**config.mk**
```make
export PLATFORM = sky130hd
export DESIGN_NAME = fetch_queue
export DESIGN_NICKNAME = d
export VERILOG_FILES = /design/src/rtl/fetch_pkg.sv /design/src/rtl/fetch_fifo.sv /design/src/rtl/fetch_queue.sv
export SDC_FILE = /design/constraint.sdc
export NUM_CORES = 1
export LEC_CHECK = 0
export ABC_CLOCK_PERIOD_IN_PS = 4800
export CELL_PAD_IN_SITES_DETAIL_PLACEMENT = 0
export CELL_PAD_IN_SITES_GLOBAL_PLACEMENT = 1
export CORE_ASPECT_RATIO = 2
export CORE_MARGIN = 2
export CORE_UTILIZATION = 57
export CTS_BUF_LIST = sky130_fd_sc_hd__clkbuf_8 sky130_fd_sc_hd__clkbuf_16
export CTS_CLUSTER_SIZE = 24
export DETAILED_ROUTE_END_ITERATION = 7
export DONT_BUFFER_PORTS = 1
export PLACE_DENSITY_LB_ADDON = 0.1
export SLEW_MARGIN = 20
export SYNTH_ARGS = -nofsm -noshare
export SYNTH_HDL_FRONTEND = slang
export SYNTH_SLANG_ARGS = --single-unit
export TNS_END_PERCENT = 100
```
**constraint.sdc**
```tcl
create_clock -name clk -period 4.8 [get_ports clk]
set_input_delay 0.96 -clock clk [delete_from_list [all_inputs] [get_ports clk]]
set_output_delay 0.96 -clock clk [all_outputs]
set_load 0.02 [all_outputs]
```
**src/rtl/fetch_pkg.sv**
```systemverilog
// Shared types for the instruction fetch queue: the FIFO entry format and word helpers.
// `WORD normally comes from consts.v; it falls back to 32 bits when that file is absent.
`ifndef WORD
`define WORD 32
`endif

package fetch_pkg;

    localparam int INSTR_BYTES = 4;

    typedef struct packed {
        logic [`WORD-1:0] pc;
        logic [`WORD-1:0] instr;
    } fetch_entry_t;

    function automatic logic [`WORD-1:0] align_word(input logic [`WORD-1:0] addr);
        return {addr[`WORD-1:2], 2'b00};
    endfunction

endpackage

```
**src/rtl/fetch_fifo.sv**
```systemverilog
// Synchronous prefetch FIFO with push/pop/clear and occupancy count; async active-low reset.
module fetch_fifo #(
    parameter int  DEPTH = 4,
    parameter type T     = fetch_pkg::fetch_entry_t
) (
    input  logic                         clk,
    input  logic                         rst_n,
    input  logic                         push,
    input  T                             push_data,
    input  logic                         pop,
    input  logic                         clear,
    output T                             head,
    output logic [$clog2(DEPTH+1)-1:0]   count,
    output logic                         empty,
    output logic                         full
);

    localparam int AW = $clog2(DEPTH);
    localparam int CW = $clog2(DEPTH+1);

    T               mem [DEPTH];
    logic [AW-1:0]  wr_ptr;
    logic [AW-1:0]  rd_ptr;
    logic           do_push;
    logic           do_pop;

    assign empty   = (count == '0);
    assign full    = (count == CW'(DEPTH));
    assign do_push = push && !full && !clear;
    assign do_pop  = pop && !empty && !clear;
    assign head    = mem[rd_ptr];

    // Storage needs no reset: the consumer never looks at head while count is zero.
    always_ff @(posedge clk) begin
        if (do_push) begin
            mem[wr_ptr] <= push_data;
        end
    end

    always_ff @(posedge clk or negedge rst_n) begin
        if (!rst_n) begin
            wr_ptr <= '0;
            rd_ptr <= '0;
            count  <= '0;
        end else if (clear) begin
            wr_ptr <= '0;
            rd_ptr <= '0;
            count  <= '0;
        end else begin
            if (do_push) begin
                wr_ptr <= wr_ptr + 1'b1;
            end
            if (do_pop) begin
                rd_ptr <= rd_ptr + 1'b1;
            end
            case ({do_push, do_pop})
                2'b10:   count <= count + 1'b1;
                2'b01:   count <= count - 1'b1;
                default: count <= count;
            endcase
        end
    end

endmodule

```
**src/rtl/fetch_queue.sv**
```systemverilog
// Instruction fetch stage: owns the fetch PC, issues in-order imem requests under a credit limit,
// discards stale responses after a redirect. Optional FETCH_BYPASS_EN adds an empty-FIFO resp->instr path.
module fetch_queue
    import fetch_pkg::*;
#(
    parameter int               DEPTH    = 4,
    parameter logic [`WORD-1:0] RESET_PC = '0
) (
    input  logic              clk,
    input  logic              rst_n,
    output logic              req_valid,
    input  logic              req_ready,
    output logic [`WORD-1:0]  req_addr,
    input  logic              resp_valid,
    input  logic [`WORD-1:0]  resp_data,
    output logic              instr_valid,
    input  logic              instr_ready,
    output logic [`WORD-1:0]  instr,
    output logic [`WORD-1:0]  instr_pc,
    input  logic              redirect_valid,
    input  logic [`WORD-1:0]  redirect_pc
);

    localparam int CW = $clog2(DEPTH+1);

    logic [`WORD-1:0] fetch_pc;
    logic [`WORD-1:0] rsp_pc;
    logic [CW-1:0]    inflight;
    logic [CW-1:0]    drop;
    logic [CW-1:0]    fifo_count;
    logic [CW:0]      used;
    logic             fifo_empty;
    logic             fifo_full;
    logic             credit_ok;
    logic             req_fire;
    logic             resp_live;
    logic             bypass;
    logic             push;
    logic             pop;
    fetch_entry_t     push_entry;
    fetch_entry_t     fifo_head;
    fetch_entry_t     shown;
    fetch_entry_t     hold_q;

    assign used      = {1'b0, fifo_count} + {1'b0, inflight};
    assign credit_ok = (used < (CW+1)'(DEPTH));
    assign req_valid = rst_n && !redirect_valid && credit_ok;
    assign req_addr  = fetch_pc;
    assign req_fire  = req_valid && req_ready;

    assign resp_live  = resp_valid && (drop == '0) && !redirect_valid;
    assign push_entry = '{pc: rsp_pc, instr: resp_data};

`ifdef FETCH_BYPASS_EN
    assign bypass = resp_live && fifo_empty && instr_ready;
`else
    assign bypass = 1'b0;
`endif

    assign push = resp_live && !bypass;
    assign pop  = !fifo_empty && instr_ready && !redirect_valid;

    fetch_fifo #(
        .DEPTH (DEPTH),
        .T     (fetch_entry_t)
    ) u_fifo (
        .clk       (clk),
        .rst_n     (rst_n),
        .push      (push),
        .push_data (push_entry),
        .pop       (pop),
        .clear     (redirect_valid),
        .head      (fifo_head),
        .count     (fifo_count),
        .empty     (fifo_empty),
        .full      (fifo_full)
    );

    // hold_q keeps the last word shown so instr/instr_pc stay stable while empty.
    always_comb begin
        instr_valid = !fifo_empty || bypass;
        shown       = hold_q;
        if (bypass) begin
            shown = push_entry;
        end else if (!fifo_empty) begin
            shown = fifo_head;
        end
        instr    = shown.instr;
        instr_pc = shown.pc;
    end

    always_ff @(posedge clk or negedge rst_n) begin
        if (!rst_n) begin
            fetch_pc <= RESET_PC;
            rsp_pc   <= RESET_PC;
            inflight <= '0;
            drop     <= '0;
            hold_q   <= '0;
        end else begin
            inflight <= inflight + CW'(req_fire) - CW'(resp_valid);
            if (redirect_valid) begin
                fetch_pc <= align_word(redirect_pc);
                rsp_pc   <= align_word(redirect_pc);
                // Every request still outstanding after this cycle belongs to the old stream.
                drop     <= inflight - CW'(resp_valid);
            end else begin
                if (req_fire) begin
                    fetch_pc <= fetch_pc + `WORD'(INSTR_BYTES);
                end
                if (resp_valid) begin
                    if (drop != '0) begin
                        drop <= drop - 1'b1;
                    end else begin
                        rsp_pc <= rsp_pc + `WORD'(INSTR_BYTES);
                    end
                end
            end
            if (instr_valid) begin
                hold_q <= shown;
            end
        end
    end

    a_resp_needs_request: assert property (@(posedge clk) disable iff (!rst_n)
        !(resp_valid && inflight == '0));

    a_no_push_when_full: assert property (@(posedge clk) disable iff (!rst_n)
        !(push && fifo_full));

endmodule

```
==> results.sh <==
export IMPL_status="completed"
export IMPL_grt_pass1_vias=8927
export IMPL_crit_top_cell="nand2_1"
export IMPL_grt_usage_pct=21.6
export IMPL_initialDrtViolationCount=472
export IMPL_numCtsBuffers=34
export IMPL_fillers=2109
export IMPL_die_area_sq_um=29300
export IMPL_fin_crit_sh_pct=73.2
export IMPL_regArea_sq_um=10900
export IMPL_gp_congestion=0.766
export IMPL_route_detailed_wl_per_inst_microns=20.7
export IMPL_cp_start_kind="flop"
export IMPL_io_buffers=0
export IMPL_ant_nets=0
export IMPL_cts_buffer_depth=3
export IMPL_cp_end_kind="primary output"
export IMPL_rows=86
export IMPL_viasPerCell=5.83
export IMPL_p_per_area_nw_per_um2=565
export IMPL_hp_class="in2async"
export IMPL_multiInputGateArea_sq_um=4690
export IMPL_p_clk_share_pct=27.3
export IMPL_final_net_count=1199
export IMPL_synth_simple_area_share_pct=12.7
export IMPL_critPathSlowestCell="dfrtp_4"
export IMPL_r2r_end="u_fifo.mem[3][12]"
export IMPL_synth_edff_count=248
export IMPL_synthAdderAreaFrac_pct=1.35
export IMPL_synth_area_per_cell_sq_um=14.3
export IMPL_grt_pass1_wl_mm=48.3
export IMPL_hold_buffers=0
export IMPL_fp_dieH_microns=240
export IMPL_antenna_found_initial=0
export IMPL_postRouteWirelength_mm=30.8
export IMPL_crit_fanout=41
export IMPL_worst_pin_slew_ns=1.02
export IMPL_switching_share_pct=35.7
export IMPL_rrSetupSlack_ns=1.78
export IMPL_post_synth_mux_area_share_pct=9.41
export IMPL_final_hold_violation_count=0
export IMPL_p_int_mw=6.31
export IMPL_synth_seq_cells=385
export IMPL_dp_hpwl_mm=19.5
export IMPL_htreeDepth=2
export IMPL_synth_top_area_share_pct=46.8
export IMPL_cap_violations=0
export IMPL_cp_required_ns=3.84
export IMPL_clk_latency_ns=0.51
export IMPL_synth_compound_area_share_pct=3.48
export IMPL_cts_tree="built"
export IMPL_max_stage_delay_ns=0.75
export IMPL_seq_area_frac_synth_pct=68.4
export IMPL_synth_most_common_cell="nand2_1"
export IMPL_yosys_top_cells_count="303 x nand2_1, 248 x edfxtp_1, 137 x dfrtp_1"
export IMPL_p_sw_mw=3.50
export IMPL_setup_viol=0
export IMPL_crit_start="u_fifo.rd_ptr[0]"
export IMPL_synth_warnings=0
export IMPL_path_cells="buf_12 -> mux4_2 -> nand2_1 -> nand2_1"
export IMPL_dr_pass1_iters=5
export IMPL_place_ws_ns=1.44
export IMPL_min_period_ns=3.51
export IMPL_overflow=0
export IMPL_ctsResizeCount=0
export IMPL_postCtsSetupBuffers=0
export IMPL_core_sq_um=27500
export IMPL_n_antenna_cell=0
export IMPL_hold_slack_ns=0.152
export IMPL_max_slew_margin_pct=31.5
export IMPL_clk_pin_slew_ns=0.06
export IMPL_finalSetupTns_ns=0
export IMPL_ios=168
export IMPL_async_reset_ff_share_pct=35.6
export IMPL_die_w_microns=122
export IMPL_synthXorXnorAreaFrac_pct=2.42
export IMPL_ir_drop_mv=0.289
export IMPL_synth_area_leader_cell="edfxtp_1"
export IMPL_setup_ws_ns=1.29
export IMPL_ys_types=65
export IMPL_clock_skew_ns=0.0177
export IMPL_initial_core_util_pct=57.7
export IMPL_syn_area_sq_um=15900
export IMPL_power_leakage_nw=6.63
export IMPL_area_growth_synth_to_final_pct=9.06
export IMPL_rsz0062_at_grt="no"
export IMPL_seq_power_share_pct=43.9
export IMPL_synth_flop_cell="edfxtp_1"
export IMPL_maxSlewViolCount=0
export IMPL_synth_top_family_by_area="simple AND/OR/NAND/NOR gates"
export IMPL_arrival_ns=2.55
export IMPL_drc=0
export IMPL_synthCells=1116
export IMPL_grt_start_max_net_pins=139
export IMPL_critical_path_class="reg2out"
export IMPL_max_freq_mhz=285
export IMPL_vias=8696
export IMPL_pwr_share_comb_pct=28.8
export IMPL_synth_area_top_cells="edfxtp_1 47%, dfrtp_1 22%, mux4_2 8.8%, nand2_1 7.2%, xnor2_1 1.5%"
export IMPL_root_buffer="clkbuf_16"
export IMPL_cp_endpoint="instr_pc[21]"
export IMPL_worstReg2RegStart="drop[0]"
export IMPL_cts_sinks=385
export IMPL_drive_gt1_share_pct=13.9
export IMPL_r2r_cells=6
==> sequential cells by signal, summed over array words and instances (netlist names), 3 cells and up <==
register / count
u_fifo.mem: 248
hold_q: 64
req_addr: 30
rsp_pc: 30
drop: 3
inflight: 3
u_fifo.count: 3
==> critical path, delay by kind of cell, from the launching register on <==
| kind | cells | cell delay [ns] |
|---|---|---|
| buf+inv | 1 | 0.38 |
| flops | 1 | 0.75 |
| mux | 1 | 0.55 |
| simple gates | 2 | 0.34 |
==> power groups by stage <==
stage	Sequential [mW]	Combinational, mW	Clock (mW)
2_1_floorplan	4.25	2.40	0
3_3_place_gp	4.36	2.84	0
3_5_place_dp	4.39	2.89	0
4_1_cts	4.32	2.90	2.74
5_1_grt	4.37	3.13	2.87
6_report	4.31	2.82	2.67
==> metrics by stage <==
stage               instance area, sq um  utilization [%]  total power, mW  cells
floorplan                          15900                -             6.65   1117
global placement                   16200             59.0             7.21   1429
detailed placement                 16200             59.0             7.28   1429
CTS                                17300             63.0             9.96   1491
global route                       17300             63.0             10.4   1491
finish                             17300             63.0             9.80   1491
==> layout make-up <==
| cell class | count | share of cell area (%) |
|---|---|---|
| repair buffers | 14 | 0.822 |
| clock inverters | 23 | 0.873 |
| multi-input cells | 655 | 27.0 |
| clock buffers | 39 | 5.50 |
| inverters | 23 | 0.498 |
| flip-flops and latches | 385 | 62.7 |
| well taps | 352 | 2.54 |
==> per-layer routing <==
| metal | share of wire, % | vias up | wire length, microns | GRT usage [%] |
|---|---|---|---|---|
| met3 | 5.1 | 58 | 1590 | 3.80 |
| met1 | 37 | 4343 | 11400 | 24.7 |
| met2 | 54 | 240 | 16700 | 39.8 |
| li1 | - | 4055 | - | - |
| met5 | 0 | - | 0 | 0 |
| met4 | 3.5 | 0 | 1080 | 8.39 |
==> how the worst min path moves through the flow <==
stage                     from          to  slack, ns
floorplan            hold_q[0]   hold_q[0]       0.43
global placement    hold_q[17]  hold_q[17]       0.44
detailed placement  hold_q[17]  hold_q[17]       0.45
CTS                      rst_n  rsp_pc[31]       0.13
global route             rst_n   hold_q[7]       0.13
finish                   rst_n   hold_q[7]       0.15
==> cell usage in the layout (no fill, tap or decap), drive strengths merged, types with 2 or more instances in the layout <==
cell type	n
a21oi	11
clkbuf	39
xnor2	28
bufinv	2
a211o	2
and2	13
o311ai	9
buf	14
mux2i	4
dfrtp	137
nor3	8
clkinv	11
o31ai	2
nand2	303
nor4	15
mux2	5
nor2	25
nand4	18
a31oi	5
mux4	62
nand3b	2
o211ai	10
edfxtp	248
or3	5
and4	8
o21ai	38
nand3	24
ha	14
conb	2
inv	33
and3	9
xor2	15
fa	2
==> cell families after synthesis <==
group / after synthesis
buffers and inverters: 77
adders and majority gates: 16
and+or+nand+nor: 436
AOI/OAI and AO/OA: 87
DFF: 385
other: 1
xor gates and xnor gates: 43
muxes: 71
Power figures use the tool's default switching activity.
